### config.mk
export PLATFORM = sky130hd
export DESIGN_NAME = param_shift_register
export DESIGN_NICKNAME = d
export VERILOG_FILES = /design/src/rtl/shift_pkg.sv /design/src/rtl/shift_op_unit.sv /design/src/rtl/param_shift_register.sv
export SDC_FILE = /design/constraint.sdc
export NUM_CORES = 1
export LEC_CHECK = 0
export CORE_ASPECT_RATIO = 1.75
export CORE_MARGIN = 2
export CORE_UTILIZATION = 56
export CTS_CLUSTER_DIAMETER = 200
export CTS_CLUSTER_SIZE = 24
export DETAILED_ROUTE_END_ITERATION = 16
export PLACE_DENSITY = 0.86
export SETUP_SLACK_MARGIN = 0.3
export SLEW_MARGIN = 40
export SYNTH_ARGS = -nofsm -noshare
export SYNTH_HDL_FRONTEND = slang
export SYNTH_SLANG_ARGS = --single-unit
### constraint.sdc
create_clock -name CLK -period 5.57 [get_ports CLK]
set_input_delay 1.3925 -clock CLK [delete_from_list [all_inputs] [get_ports CLK]]
set_output_delay 1.3925 -clock CLK [all_outputs]
set_load 0.02 [all_outputs]
### src/rtl/shift_pkg.sv
// Shared encodings and small decode helpers for the parametrised shift register.
package shift_pkg;

    localparam logic [2:0] MODO_SHL  = 3'b000;
    localparam logic [2:0] MODO_ROT  = 3'b001;
    localparam logic [2:0] MODO_LOAD = 3'b010;
    localparam logic [2:0] MODO_HOLD = 3'b011;
    localparam logic [2:0] MODO_ASH  = 3'b100;
    localparam logic [2:0] MODO_CNT  = 3'b101;

    localparam logic DIR_RIGHT = 1'b1;

    typedef enum logic {
        ST_IDLE = 1'b0,
        ST_RUN  = 1'b1
    } state_t;

    // Only operations that make sense to repeat may start a burst.
    function automatic logic burst_ok(input logic [2:0] m);
        return (m == MODO_SHL) || (m == MODO_ROT) || (m == MODO_ASH) || (m == MODO_CNT);
    endfunction

    // Hold plus the two reserved codes leave both Q and S_OUT untouched.
    function automatic logic is_hold(input logic [2:0] m);
        return (m == MODO_HOLD) || (m[2:1] == 2'b11);
    endfunction

endpackage

### src/rtl/shift_op_unit.sv
// Combinational next-state logic for one shift/rotate/load/count operation.
module shift_op_unit
    import shift_pkg::*;
#(
    parameter int WIDTH = 8
) (
    input  logic [WIDTH-1:0] i_q,
    input  logic [2:0]       i_modo,
    input  logic             i_dir,
    input  logic             i_s_in,
    input  logic [WIDTH-1:0] i_d,
    output logic [WIDTH-1:0] o_next_q,
    output logic             o_next_sout
);

    localparam logic [WIDTH-1:0] ONE = WIDTH'(1);

    logic signed [WIDTH-1:0] w_q_s;
    assign w_q_s = i_q;

    always_comb begin
        o_next_q    = i_q;
        o_next_sout = 1'b0;
        case (i_modo)
            MODO_SHL: begin
                if (i_dir == DIR_RIGHT) begin
                    o_next_q    = {i_s_in, i_q[WIDTH-1:1]};
                    o_next_sout = i_q[0];
                end else begin
                    o_next_q    = {i_q[WIDTH-2:0], i_s_in};
                    o_next_sout = i_q[WIDTH-1];
                end
            end
            MODO_ROT: begin
                if (i_dir == DIR_RIGHT) begin
                    o_next_q    = {i_q[0], i_q[WIDTH-1:1]};
                    o_next_sout = i_q[0];
                end else begin
                    o_next_q    = {i_q[WIDTH-2:0], i_q[WIDTH-1]};
                    o_next_sout = i_q[WIDTH-1];
                end
            end
            MODO_LOAD: o_next_q = i_d;
            MODO_ASH: begin
                if (i_dir == DIR_RIGHT) begin
                    o_next_q    = w_q_s >>> 1;
                    o_next_sout = i_q[0];
                end else begin
                    o_next_q    = {i_q[WIDTH-2:0], 1'b0};
                    o_next_sout = i_q[WIDTH-1];
                end
            end
            // Carry/borrow flags the wrap: up from all-ones, down from zero.
            MODO_CNT: begin
                if (i_dir == DIR_RIGHT) begin
                    o_next_q    = i_q - ONE;
                    o_next_sout = ~|i_q;
                end else begin
                    o_next_q    = i_q + ONE;
                    o_next_sout = &i_q;
                end
            end
            default: ;
        endcase
    end

endmodule

### src/rtl/param_shift_register.sv
// WIDTH-bit universal shift register / counter with a START/BUSY/DONE burst engine.
module param_shift_register
    import shift_pkg::*;
#(
    parameter int WIDTH  = 8,
    parameter int STEP_W = 4
) (
    input  logic              CLK,
    input  logic              RST,
    input  logic              ENB,
    input  logic              DIR,
    input  logic              S_IN,
    input  logic [2:0]        MODO,
    input  logic [WIDTH-1:0]  D,
    input  logic              START,
    input  logic [STEP_W-1:0] STEPS,
    output logic [WIDTH-1:0]  Q,
    output logic              S_OUT,
    output logic              BUSY,
    output logic              DONE
);

    localparam logic [STEP_W-1:0] CNT_ONE = STEP_W'(1);

    state_t            r_state;
    logic [STEP_W-1:0] r_cnt;
    logic [2:0]        r_modo;
    logic              r_dir;
    logic [WIDTH-1:0]  r_q;
    logic              r_sout;
    logic              r_done;

    logic [2:0]        w_modo;
    logic              w_dir;
    logic              w_accept;
    logic [WIDTH-1:0]  w_next_q;
    logic              w_next_sout;

    // A running burst replays its captured operation; live MODO/DIR are ignored.
    assign w_modo   = (r_state == ST_RUN) ? r_modo : MODO;
    assign w_dir    = (r_state == ST_RUN) ? r_dir  : DIR;
    assign w_accept = START && (r_state == ST_IDLE) && burst_ok(MODO);

    shift_op_unit #(
        .WIDTH(WIDTH)
    ) u_op (
        .i_q        (r_q),
        .i_modo     (w_modo),
        .i_dir      (w_dir),
        .i_s_in     (S_IN),
        .i_d        (D),
        .o_next_q   (w_next_q),
        .o_next_sout(w_next_sout)
    );

    always_ff @(posedge CLK) begin
        if (RST) begin
            r_state <= ST_IDLE;
            r_cnt   <= '0;
            r_q     <= '0;
            r_sout  <= 1'b0;
            r_done  <= 1'b0;
        end else begin
            // DONE is a single-edge pulse even while ENB holds everything else.
            r_done <= 1'b0;
            if (ENB) begin
                case (r_state)
                    ST_IDLE: begin
                        if (w_accept) begin
                            r_modo <= MODO;
                            r_dir  <= DIR;
                            r_cnt  <= STEPS;
                            if (STEPS != '0) r_state <= ST_RUN;
                            else             r_done  <= 1'b1;
                        end else begin
                            r_q <= w_next_q;
                            if (!is_hold(MODO)) r_sout <= w_next_sout;
                        end
                    end
                    ST_RUN: begin
                        r_q    <= w_next_q;
                        r_sout <= w_next_sout;
                        r_cnt  <= r_cnt - CNT_ONE;
                        if (r_cnt == CNT_ONE) begin
                            r_state <= ST_IDLE;
                            r_done  <= 1'b1;
                        end
                    end
                    default: r_state <= ST_IDLE;
                endcase
            end
        end
    end

    assign Q     = r_q;
    assign S_OUT = r_sout;
    assign BUSY  = (r_state == ST_RUN);
    assign DONE  = r_done;

endmodule

# ---- Yosys cells after proc, flatten, opt, wreduce, memory -nomap -nowiden
# Index checks and enable logic that the tools add are counted.
dict set report word_totals {
  elab_cells 69
  register_bits 19
}
dict set report classes {
  n_mux 25
  eq_ne 13
  bitwise 3
  add_sub_neg 3
  n_reduce_logical 18
}
# cell count
set ops {}
lappend ops {{$mux 8} 5}
lappend ops {{$pmux 8 s5} 1}
lappend ops {{$pmux 8 s2} 1}
lappend ops {{$eq 3x3->1 const B} 4}
lappend ops {{$mux 1} 11}
lappend ops {{$add 8x1->8 const B} 1}
lappend ops {{$pmux 1 s2} 4}
lappend ops {{$pmux 4 s2} 1}
lappend ops {{$reduce_and 8->1} 1}
lappend ops {{$reduce_or 8->1} 1}
lappend ops {{$sub 8x1->8 const B} 1}
lappend ops {{$eq 3x1->1 const B} 2}
lappend ops {{$eq 3x2->1 const B} 2}
lappend ops {{$logic_not 3->1} 2}
lappend ops {{$ne 2x2->1 const B} 3}
lappend ops {{$eq 4x1->1 const B} 1}
lappend ops {{$logic_or 1x1->1} 4}
lappend ops {{$mux 4} 1}
lappend ops {{$reduce_and 2->1} 2}
lappend ops {{$reduce_and 4->1} 1}
lappend ops {{$reduce_bool 4->1} 1}
lappend ops {{$sub 4x1->4 const B} 1}
lappend ops {{$mux 3} 1}
lappend ops {{$not 1->1} 3}
lappend ops {{other kinds (6)} 7}

# ---- Depth between registers and ports, before layout
dict set report depth {
  word_depth 7
  ltp_mapped 11
  depth_no_buf 9
}

# ---- Cells and area by module
# From an unflattened synthesis, not the netlist that was laid out.
dict set report unflattened {
  hier_cells 211
  area_unflattened_um2 1722.9
}
# module cells_each area_per_inst_um2 n_inst seq_area_each_um2
set modules_own_cells {}
lappend modules_own_cells {param_shift_register 98 902.1 1 420.4}
lappend modules_own_cells {shift_op_unit 113 820.8 1 0.0}

# ---- Worst setup path after synthesis
# OpenSTA, ideal clock, no wires.
dict set report synth_timing {
  path_type {input -> register}
  from {input port DIR}
  to {register r_q[6] (netlist: Q[6])}
  setup_time_ps 132
  path_slack_ps 2274
  path_stages 10
  t_required_ps 5438
  t_arrival_ps 3165
  path_cell_list {mux2i_4 -> inv_4 -> buf_4 -> fa_1 -> a211oi_1 -> o21bai_1 -> a21oi_1 -> xor2_1 -> a211oi_1 -> nor3_1}
}
dict set report synth_between {
  elab_chain_len 5
  word_cells_on_any_way 8
  classes_between {mux: 8}
}
# element line_no
set synth_rtl {}
lappend synth_rtl {{from (decl)} param_shift_register.sv:11} ;# input logic DIR,
lappend synth_rtl {{$mux 1 *} param_shift_register.sv:41} ;# assign w_dir = (r_state == ST_RUN) ? r_dir : DIR;
lappend synth_rtl {{$mux 8, on equally long branches} -}
lappend synth_rtl {{$pmux 8 s5 *} shift_op_unit.sv:24} ;# case (i_modo)
lappend synth_rtl {{$mux 8} param_shift_register.sv:69} ;# if (w_accept) begin
lappend synth_rtl {{$pmux 8 s2 *} param_shift_register.sv:67} ;# case (r_state)
lappend synth_rtl {{to (signal assigned)} param_shift_register.sv:76} ;# r_q <= w_next_q;
lappend synth_rtl {{to (signal assigned)} param_shift_register.sv:81} ;# r_q <= w_next_q;
lappend synth_rtl {{to (decl)} param_shift_register.sv:29} ;# logic [WIDTH-1:0] r_q;
# Every way passes the cells marked *; elsewhere a longest branch is shown, timed or not. The select of a mux whose other input is x is not followed.
# A chain may end at the register's enable or synchronous reset.

# ---- Final worst setup path
# Ends and elaborated chain as after synthesis.

==> impl_metrics.env <==
export IMPL_tns_ps=0
export IMPL_status="complete, no violations"
export IMPL_grt_setup_unrepaired="no"
export IMPL_hold_viol=0
export IMPL_cp_start_kind="input pin"
export IMPL_die_x_microns=45.2
export IMPL_vias=1770
export IMPL_seq_power_share_pct=40.1
export IMPL_p_int_w=0.000268
export IMPL_cts_sinks=19
export IMPL_port_buffers=31
export IMPL_syn_nets=242
export IMPL_routed_wirelength_microns=4370
export IMPL_skew_ps=4.71
export IMPL_synth_seq_area_share_pct=25.3
export IMPL_layout_common_cells="clkdlybuf4s50_1 (31), nor2_1 (23), nand2_1 (20), a21oi_1 (17), dfxtp_1 (15)"
export IMPL_layout_setup_ws_ps=1920
export IMPL_ys_ff_latch=19
export IMPL_globalplace_congestion=0.918
export IMPL_synth_distinct_cells=54
export IMPL_hold_path_class="reg2reg"
export IMPL_final_util_pct=70.5
export IMPL_cap_violations=0
export IMPL_drc=0
export IMPL_final_common_cell="clkdlybuf4s50_1"
export IMPL_clk_transition_reported_paths_ps=70
export IMPL_postCtsSetupRepairBufs=0
export IMPL_cp_required_ps=5700
export IMPL_crit_top_cell="a211oi_1"
export IMPL_ios=32
export IMPL_cp_max_fo=20
export IMPL_core_area_sq_mm=0.00286
export IMPL_place_detailed_hpwl_microns=3320
export IMPL_drv_slew=0
export IMPL_dieArea_sq_mm=0.00344
export IMPL_drt_first_iter_violations=72
export IMPL_netlist_instances=211
export IMPL_clkPwrFrac_pct=24.1
export IMPL_cts_buffer_depth=2
export IMPL_grt_pass1_vias=1649
export IMPL_cts_tree="done"
export IMPL_synth_edf_count=4
export IMPL_pre_cts_slack_ps=1650
export IMPL_comb_power_share_pct=35.8
export IMPL_setup_viol=0
export IMPL_crit_family="compound AO/OA/AOI/OAI gates"
export IMPL_p_sw_share_pct=35.3
export IMPL_endpoint_kind="register"
export IMPL_drt_wirelength_per_cell_microns=16.4
export IMPL_avgSynthCellArea_sq_um=7.87
export IMPL_cts_buffers=3
export IMPL_ant_nets=0
export IMPL_finalNonFillerCells=267
export IMPL_hold_buffers=0
export IMPL_drive_gt1_share_pct=5.86
export IMPL_die_y_microns=76.1
export IMPL_firstDrtPassIters=4
export IMPL_max_slew_margin_rel_pct=54.8
export IMPL_async_flop_share_pct=0
export IMPL_worstMarginPinSlew_ps=671
export IMPL_cp_num_buf_inv=2
export IMPL_finalCriticalPeriod_ps=3650
export IMPL_overflow=0
export IMPL_cp_cell_sequence="clkdlybuf4s50_1, mux2i_4, inv_4, fa_1, a211oi_1, o21bai_1, a21oi_1, xor2_1, a211oi_1, nor3_1"
export IMPL_grt_max_degree=21
export IMPL_grt_pass1_wl_microns=7150
export IMPL_cp_slowest_cell="clkdlybuf4s50_1"
export IMPL_start_util_pct=58.0
export IMPL_dp_cells=263
export IMPL_yosysWarnings=0
export IMPL_critPathKind="in2reg"
export IMPL_cellLeakagePower_nw=0.743
export IMPL_synth_area_sq_mm=0.00166
export IMPL_switchingPower_w=0.000146
export IMPL_grt_use_total_pct=26.8
export IMPL_critPathMaxStageDelay_ps=470
export IMPL_ctsResizeCount=0
export IMPL_holdWs_ps=465
export IMPL_fin_nets=271
export IMPL_insertion_delay_ps=260
export IMPL_max_freq_ghz=0.274
export IMPL_synth_top_flop_cell="dfxtp_1"
export IMPL_vdd_ir_drop_max_mv=0.143
export IMPL_critical_path_arrival_ps=3780
export IMPL_row_count=26
export IMPL_antenna_found_initial=0
export IMPL_syn_to_final_growth_pct=21.5
export IMPL_root_buffer="clkbuf_8"
export IMPL_finalCritPeriodShare_pct=65.6
export IMPL_power_density_mw_per_mm2=205
export IMPL_diodes=0
export IMPL_viasPerCell=6.63
export IMPL_htree_num_levels=1
## metal layers
metal / global-route usage (%) / wire, microns / up-vias
li1: - / - / 854
met5: 0 / 0 / -
met3: 1.90 / 229 / 20
met4: 15.0 / 183 / 0
met2: 46.6 / 2290 / 78
met1: 30.2 / 1660 / 818
## state kept, by name, summed over array words and instances, names as in the netlist
name	count
r_modo	3
r_cnt	4
BUSY	1
S_OUT	1
DONE	1
Q	8
r_dir	1
## power groups by stage
stage / logic, W / clock network [W] / registers [W]
after floorplan: 0.0000963 / 0 / 0.000168
after global placement: 0.000144 / 0 / 0.000168
after detailed placement: 0.000146 / 0 / 0.000168
after CTS: 0.000147 / 0.0000983 / 0.000165
after global routing: 0.000164 / 0.000103 / 0.000167
final: 0.000148 / 0.0000997 / 0.000166
## final timing paths
path	start	end	slack [ps]	cells past startpoint
setup / recovery	DIR	Q[6]	1920	10
hold / removal	S_OUT	S_OUT	470	2
setup reg to reg	BUSY	Q[6]	2350	10
hold reg to reg	S_OUT	S_OUT	470	2
## logic make-up after synthesis
family / count (synthesis) / synth area share, %
buffers and inverters: 17 / 4.89
DFF: 19 / 25.3
muxes: 11 / 7.45
adders and majority gates: 10 / 7.98
xor gates and xnor gates: 6 / 3.16
and+or+nand+nor: 75 / 22.1
AOI/OAI and AO/OA: 73 / 29.1
## synth_stat cells, types with 2 or more instances
library cell  instances  area, sq um
a311oi_1              2         17.5
or2_2                 2         12.5
o31a_1                2         17.5
nand2_1              20         75.1
a21o_1                4         30.0
xor2_1                3         26.3
clkbuf_1              2         7.51
a211oi_1              7         52.6
xnor2_1               3         26.3
and3b_1               2         17.5
o21bai_1              3         22.5
nor2b_1               3         18.8
nor3_1                7         35.0
nor4_1                4         25.0
nand3_1               2         10.0
nor2_1               23         86.3
edfxtp_1              4          120
inv_1                 8         30.0
nand3b_1              2         15.0
a21oi_1              18         90.1
buf_2                 3         15.0
a31oi_1               3         18.8
or4_1                 2         15.0
mux2i_1               9         90.1
a221oi_1              3         26.3
o211ai_1              3         22.5
a32oi_1               2         17.5
dfxtp_1              15          300
o21ai_0              14         70.1
ha_1                  9          113
nand4_1               2         12.5
nor3b_1               3         22.5
## worst reg2reg max path, stage by stage, from the launching register on
cell and delay [ps]:
dfxtp_1 730, buf_4 350, mux2i_4 390, inv_4 180, fa_1 460, a211oi_1 250
o21bai_1 120, a21oi_1 200, xor2_1 100, a211oi_1 230, nor3_1 70
## cell type report
cell class	count	area [sq um]
fillers	234	843
multi-input cells	175	1160
clock inverters	1	5.00
inverters	9	36.3
well taps	28	35.0
flip-flops and latches	19	420
repair buffers	32	318
clock buffers	3	41.3
## stage by stage
stage	area [sq um]	total power, W
after global routing	2020	0.000434
after floorplan	1660	0.000264
after CTS	2020	0.000410
after detailed placement	1970	0.000314
after global placement	1970	0.000312
final	2020	0.000414
Power figures use the tool's default switching activity.
